$ cat src/rtl/mem_port_arbiter.sv
// Two-port arbiter in front of a single-port memory: DM has priority, IF is protected
// from starvation by a bounded loss counter. One access is outstanding at a time.
module mem_port_arbiter #(
    parameter int unsigned ADDR_W     = 32,
    parameter int unsigned DATA_W     = 32,
    parameter int unsigned STARVE_MAX = 4
) (
    input  logic              clk_i,
    input  logic              rst_i,

    input  logic              if_req_i,
    input  logic [ADDR_W-1:0] if_addr_i,
    output logic              if_gnt_o,
    output logic              if_valid_o,
    output logic [DATA_W-1:0] if_data_o,

    input  logic              dm_req_i,
    input  logic              dm_we_i,
    input  logic [ADDR_W-1:0] dm_addr_i,
    input  logic [DATA_W-1:0] dm_wdata_i,
    output logic              dm_gnt_o,
    output logic              dm_valid_o,
    output logic [DATA_W-1:0] dm_rdata_o,

    output logic              mem_req_o,
    output logic              mem_we_o,
    output logic [ADDR_W-1:0] mem_addr_o,
    output logic [DATA_W-1:0] mem_wdata_o,
    input  logic              mem_ack_i,
    input  logic [DATA_W-1:0] mem_rdata_i,

    output logic              stall_o
);

    localparam int unsigned CntW = (STARVE_MAX < 1) ? 1 : $clog2(STARVE_MAX + 1);
    localparam logic [CntW-1:0] StarveMax = CntW'(STARVE_MAX);

    typedef enum logic [1:0] {StIdle, StBusyIf, StBusyDm} state_e;

    state_e            state_q;
    logic [CntW-1:0]   starve_q;
    logic              if_gnt_q, if_valid_q, dm_gnt_q, dm_valid_q;
    logic [DATA_W-1:0] if_data_q, dm_rdata_q;
    logic              mem_req_q, mem_we_q;
    logic [ADDR_W-1:0] mem_addr_q;
    logic [DATA_W-1:0] mem_wdata_q;

    // A requester is ignored in its own completion cycle so a held req is not relaunched.
    logic if_elig, dm_elig;
    assign if_elig = if_req_i & ~if_valid_q;
    assign dm_elig = dm_req_i & ~dm_valid_q;

    always_ff @(posedge clk_i) begin
        if (rst_i) begin
            state_q     <= StIdle;
            starve_q    <= '0;
            if_gnt_q    <= 1'b0;
            if_valid_q  <= 1'b0;
            if_data_q   <= '0;
            dm_gnt_q    <= 1'b0;
            dm_valid_q  <= 1'b0;
            dm_rdata_q  <= '0;
            mem_req_q   <= 1'b0;
            mem_we_q    <= 1'b0;
            mem_addr_q  <= '0;
            mem_wdata_q <= '0;
        end else begin
            if_gnt_q   <= 1'b0;
            dm_gnt_q   <= 1'b0;
            if_valid_q <= 1'b0;
            dm_valid_q <= 1'b0;
            unique case (state_q)
                StIdle: begin
                    if (if_elig && (!dm_elig || starve_q == StarveMax)) begin
                        state_q     <= StBusyIf;
                        starve_q    <= '0;
                        if_gnt_q    <= 1'b1;
                        mem_req_q   <= 1'b1;
                        mem_we_q    <= 1'b0;
                        mem_addr_q  <= if_addr_i;
                        mem_wdata_q <= '0;
                    end else if (dm_elig) begin
                        state_q     <= StBusyDm;
                        dm_gnt_q    <= 1'b1;
                        mem_req_q   <= 1'b1;
                        mem_we_q    <= dm_we_i;
                        mem_addr_q  <= dm_addr_i;
                        mem_wdata_q <= dm_wdata_i;
                        // Reaching here with IF eligible implies starve_q is below the limit.
                        if (if_elig) begin
                            starve_q <= starve_q + 1'b1;
                        end
                    end
                end
                StBusyIf: begin
                    if (mem_ack_i) begin
                        state_q    <= StIdle;
                        mem_req_q  <= 1'b0;
                        mem_we_q   <= 1'b0;
                        if_valid_q <= 1'b1;
                        if_data_q  <= mem_rdata_i;
                    end
                end
                StBusyDm: begin
                    if (mem_ack_i) begin
                        state_q    <= StIdle;
                        mem_req_q  <= 1'b0;
                        mem_we_q   <= 1'b0;
                        dm_valid_q <= 1'b1;
                        if (!mem_we_q) begin
                            dm_rdata_q <= mem_rdata_i;
                        end
                    end
                end
                default: state_q <= StIdle;
            endcase
        end
    end

    assign if_gnt_o    = if_gnt_q;
    assign if_valid_o  = if_valid_q;
    assign if_data_o   = if_data_q;
    assign dm_gnt_o    = dm_gnt_q;
    assign dm_valid_o  = dm_valid_q;
    assign dm_rdata_o  = dm_rdata_q;
    assign mem_req_o   = mem_req_q;
    assign mem_we_o    = mem_we_q;
    assign mem_addr_o  = mem_addr_q;
    assign mem_wdata_o = mem_wdata_q;

    assign stall_o = (if_req_i & ~if_valid_q) | (dm_req_i & ~dm_valid_q);

endmodule

$ cat config.mk
export PLATFORM = sky130hd
export DESIGN_NAME = mem_port_arbiter
export DESIGN_NICKNAME = d
export VERILOG_FILES = /design/src/rtl/mem_port_arbiter.sv
export SDC_FILE = /design/constraint.sdc
export NUM_CORES = 1
export LEC_CHECK = 0
export ABC_AREA = 1
export BUFFER_PORTS_ARGS = -buffer_cell sky130_fd_sc_hd__buf_4
export CAP_MARGIN = 20
export CORE_MARGIN = 2
export CORE_UTILIZATION = 29
export DETAILED_ROUTE_END_ITERATION = 12
export GPL_TIMING_DRIVEN = 0
export PLACE_DENSITY = 0.55
export SETUP_SLACK_MARGIN = 0.05
export SKIP_CTS_REPAIR_TIMING = 1
export SLEW_MARGIN = 0
export SYNTH_ARGS = -nofsm -noshare
export SYNTH_HDL_FRONTEND = slang
export SYNTH_SLANG_ARGS = --single-unit
$ cat constraint.sdc
create_clock -name clk_i -period 1.8 [get_ports clk_i]
set_clock_uncertainty 0.2 [all_clocks]
set_input_delay 0.09 -clock clk_i [delete_from_list [all_inputs] [get_ports clk_i]]
set_output_delay 0.09 -clock clk_i [all_outputs]
set_load 0.05 [all_outputs]
==> qor.log <==
qor: global_route.globalRoute.totalOverflow 0
qor: detailed_routing.drt-initial-drc-count 211
qor: synthesis.async_set_or_reset_register_ratio_after_synthesis 0%
qor: power.total_switching_power 4654 uW
qor: global_route.grt_util_met2 29.65%
qor: critical_path.slowest_delay 0.45 ns
qor: synthesis.syn-cell-area 0.005826 sq mm
qor: detailed_routing.dr_total_vias 6484
qor: power.pwr-share-seq 31.4%
qor: critical_path.end_kind flip-flop
qor: critical_path.crit_fanout 10
qor: global_route.grt_use_total 18.94%
qor: timing.relative_slew_margins 65.42%
qor: place.port_buffers 267
qor: power.power.share.combinational 38.4%
qor: place.gp_congestion 0.8558
qor: synthesis.synth.area.top_cells sky130_fd_sc_hd__dfxtp_1 (48%), sky130_fd_sc_hd__nor2_1 (8.8%), sky130_fd_sc_hd__nand2_1 (7.5%), sky130_fd_sc_hd__nand3_1 (7.0%), sky130_fd_sc_hd__o21ai_0 (5.4%)
qor: cells_and_area.fillerInstances 1879
qor: clocking.cts_htree_levels 4
qor: synthesis.synth_edf_count 0
qor: power.cellLeakagePower 0.005142 uW
qor: power.internal-power 7405 uW
qor: place.preCtsSetupSlack -0.2495 ns
qor: clocking.cts_made_buffers 17
qor: synthesis.unique_cell_type_count_in_the_yosys_netlist 27
qor: global_route.grt_start_max_net_pins 17
qor: global_route.busiest_layer met2
qor: global_route.met1_usage 24.20%
qor: clocking.tritoncts_clock_tree done
qor: synthesis.synth_seq_area_share 47.77%
qor: cells_and_area.post_route_cells_drive_above_1_share 32.48%
qor: timing.final_min_period_over_clock_period 92.74%
qor: die.initial_util 29.74%
qor: global_route.grt_pass1_wl 32.04 mm
qor: critical_path.setup.worst_path.start_class flip-flop
qor: timing.max_freq 599.0 MHz
qor: timing.final-setup-viol-count 0
qor: cells_and_area.seq_cell_area 0.002789 sq mm
qor: detailed_routing.antenna_violating_nets_post_route 0
qor: die.core_region_area 0.01959 sq mm
qor: clocking.worst_skew_pair.late_latency 0.42 ns
qor: die.die_w 145.7 um
qor: clocking.ctsLongestPathBuffers 2
qor: timing.rsz_0062_raised_after_global_routing true
qor: place.detailed_place.area 0.008164 sq mm
qor: cells_and_area.area_occupied_by_multi_input_gates 0.002541 sq mm
qor: timing.max_slew.worst_pin.slew 0.5187 ns
qor: critical_path.worstPathBufferInverterCount 2
qor: clocking.clkSinkCount 139
qor: timing.maxSlewViolCount 0
qor: detailed_routing.drtPass1Iterations 6
qor: cells_and_area.final_net_count 1340
qor: cells_and_area.total_inserted_antenna_cells 0
qor: critical_path.path_cells nor2_4, clkbuf_1, nand3_1, nand3_1, nand2_1, inv_1
qor: timing.min_period 1.669 ns
qor: detailed_routing.vias_per_cell 4.387
qor: critical_path.worst-setup-path-type flip-flop to flip-flop
qor: synthesis.synth.net_count 915
qor: critical_path.data_arrival_at_the_endpoint_of_the_critical_path 1.84 ns
qor: clocking.clk_pin_slew_worst_paths 0.06 ns
qor: worst_hold_path.worstHoldPathType primary input to flip-flop
qor: timing.finalHoldWorstSlack 0.004683 ns
qor: die.floorplan.die_area 0.02124 sq mm
qor: critical_path.worst_ep_required_time 1.97 ns
qor: power.pwr-share-clk 30.1%
qor: critical_path.cell_with_the_biggest_individual_delay_on_the_critical_path sky130_fd_sc_hd__clkbuf_1
qor: timing.timing_hold_violations_final 0
qor: detailed_routing.avgRoutedWirePerCell 14.82 um
qor: synthesis.synth_warnings 0
qor: synthesis.synth_cells 776
qor: place.detailed_placement_wirelength_estimate 15.12 mm
qor: die.die_y 145.7 um
qor: synthesis.synth_top_flop_cell sky130_fd_sc_hd__dfxtp_1
qor: detailed_routing.detail_route.wirelength 21.91 mm
qor: critical_path.cp_top_family simple AND/OR/NAND/NOR gates
qor: detailed_routing.route.detailed.drc 0
qor: flow_run.timing.max_cap.violations 0
qor: power.max-vdd-ir-drop 0.6907 mV
qor: outcome.status finished, final reports clean
qor: power.power.share.switching 38.59%
qor: synthesis.synth_area_leader sky130_fd_sc_hd__dfxtp_1
qor: timing.smallest_setup_slack_after_layout 0.1306 ns
qor: global_route.first_global_vias 5770
qor: cells_and_area.area.growth.synth_to_final 76.83%
qor: clocking.clk_root_buf sky130_fd_sc_hd__clkbuf_16
qor: global_route.grt_util_met3 7.962%
qor: die.pin_count 269
qor: critical_path.timing.critical_path.mode_cell sky130_fd_sc_hd__nand3_1
qor: global_route.grt_antenna_before_repair 0
qor: synthesis.syn-mean-instance-area 7.507 sq um
qor: cells_and_area.final_design_area_no_fill 0.01030 sq mm
qor: synthesis.synth_top_cell_area_share 47.77%
qor: power.cellPowerDensity 1171 mW/mm^2
qor: die.core.rowCount 51
qor: synthesis.post_synthesis_sequential_element_count 139
==> sequential cells by signal, summed over array words and instances (netlist names) <==
register     cells
if_data_o       32
starve_q         3
mem_we_o         1
if_gnt_o         1
if_valid_o       1
state_q          2
mem_req_o        1
dm_valid_o       1
mem_addr_o      32
mem_wdata_o     32
dm_gnt_o         1
dm_rdata_o      32
==> tightest hold or removal path, stage by stage <==
cell and delay (ns):
sky130_fd_sc_hd__buf_4 0.09, sky130_fd_sc_hd__nand2_1 0.06, sky130_fd_sc_hd__nand3_1 0.11, sky130_fd_sc_hd__nand2_1 0.09, sky130_fd_sc_hd__nand2_1 0.08, sky130_fd_sc_hd__a21oi_2 0.05
==> synth_stat cells, types with 2 or more instances <==
library cell                 n
sky130_fd_sc_hd__a21oi_1    28
sky130_fd_sc_hd__a21oi_2    10
sky130_fd_sc_hd__buf_2      13
sky130_fd_sc_hd__buf_4       2
sky130_fd_sc_hd__buf_6       3
sky130_fd_sc_hd__clkbuf_1   32
sky130_fd_sc_hd__dfxtp_1   139
sky130_fd_sc_hd__ha_1        5
sky130_fd_sc_hd__inv_1      80
sky130_fd_sc_hd__nand2_1   116
sky130_fd_sc_hd__nand2_2     3
sky130_fd_sc_hd__nand3_1    81
sky130_fd_sc_hd__nand3_2    20
sky130_fd_sc_hd__nor2_1    136
sky130_fd_sc_hd__o21ai_0    63
sky130_fd_sc_hd__o21ai_1     2
sky130_fd_sc_hd__o21bai_1   32
sky130_fd_sc_hd__or2_2       2
==> kinds of logic after synthesis <==
logic type      synth area share, %
fa+ha+maj                     1.074
compound gates                13.62
buf+inv                       9.643
xor+xnor                     0.1504
flops                         47.77
simple gates                  27.75
==> power by group through the flow <==
stage               registers, uW  clock network, uW  logic (uW)
floorplan                    5340                  0        1330
global placement             3830                  0        4260
detailed placement           3850                  0        4260
CTS                          3790               3730        4270
global route                 3850               3880        4970
finish                       3790               3630        4640
==> cell usage in the layout, fill, tap and decap left out, drive strengths merged <==
cell and count:
o21ai 65, nand2 121, dlygate4sd3 131, or2 2, clkinv 3, nor3 1
bufinv 3, ha 5, inv 83, nand3 101, clkbuf 57, clkinvlp 1
dfxtp 139, xor2 1, o21bai 32, nor2 138, a21oi 38, buf 292
==> area by class of cell <==
cell class	instances	area share, %
Timing Repair Buffer	405	32.87
Sequential cell	139	27.07
Multi-Input combinational cell	504	24.67
Clock buffer	22	4.506
Buffer	53	3.377
Tap cell	265	3.219
Inverter	81	2.952
Clock inverter	9	1.336
==> through the flow <==
stage | TNS [ns] | cells | total power (uW) | utilization [%]
final | 0 | 1478 | 12060 | 52.58
after global routing | 0 | 1478 | 12690 | 52.58
after CTS | -12.37 | 1339 | 11790 | 44.75
after detailed placement | -10.81 | 1308 | 8108 | 41.67
after global placement | -9.813 | 1308 | 8089 | 41.67
after floorplan | 0 | 776 | 6676 | -
==> final timing paths <==
path	startpoint	end	slack [ns]	depth (start not counted)
max	if_valid_o	mem_addr_o[17]	0.13	6
min	if_req_i	state_q[1]	0.005	6
max reg2reg	if_valid_o	mem_addr_o[17]	0.13	6
min reg2reg	mem_wdata_o[30]	mem_wdata_o[30]	0.26	2
==> metal layers <==
metal,vias to the layer above,wire length (um)
li1,3319,-
met1,2914,9769
met2,227,10150
met3,24,1672
met4,0,314
met5,-,0
(Power assumes the default switching activity.)
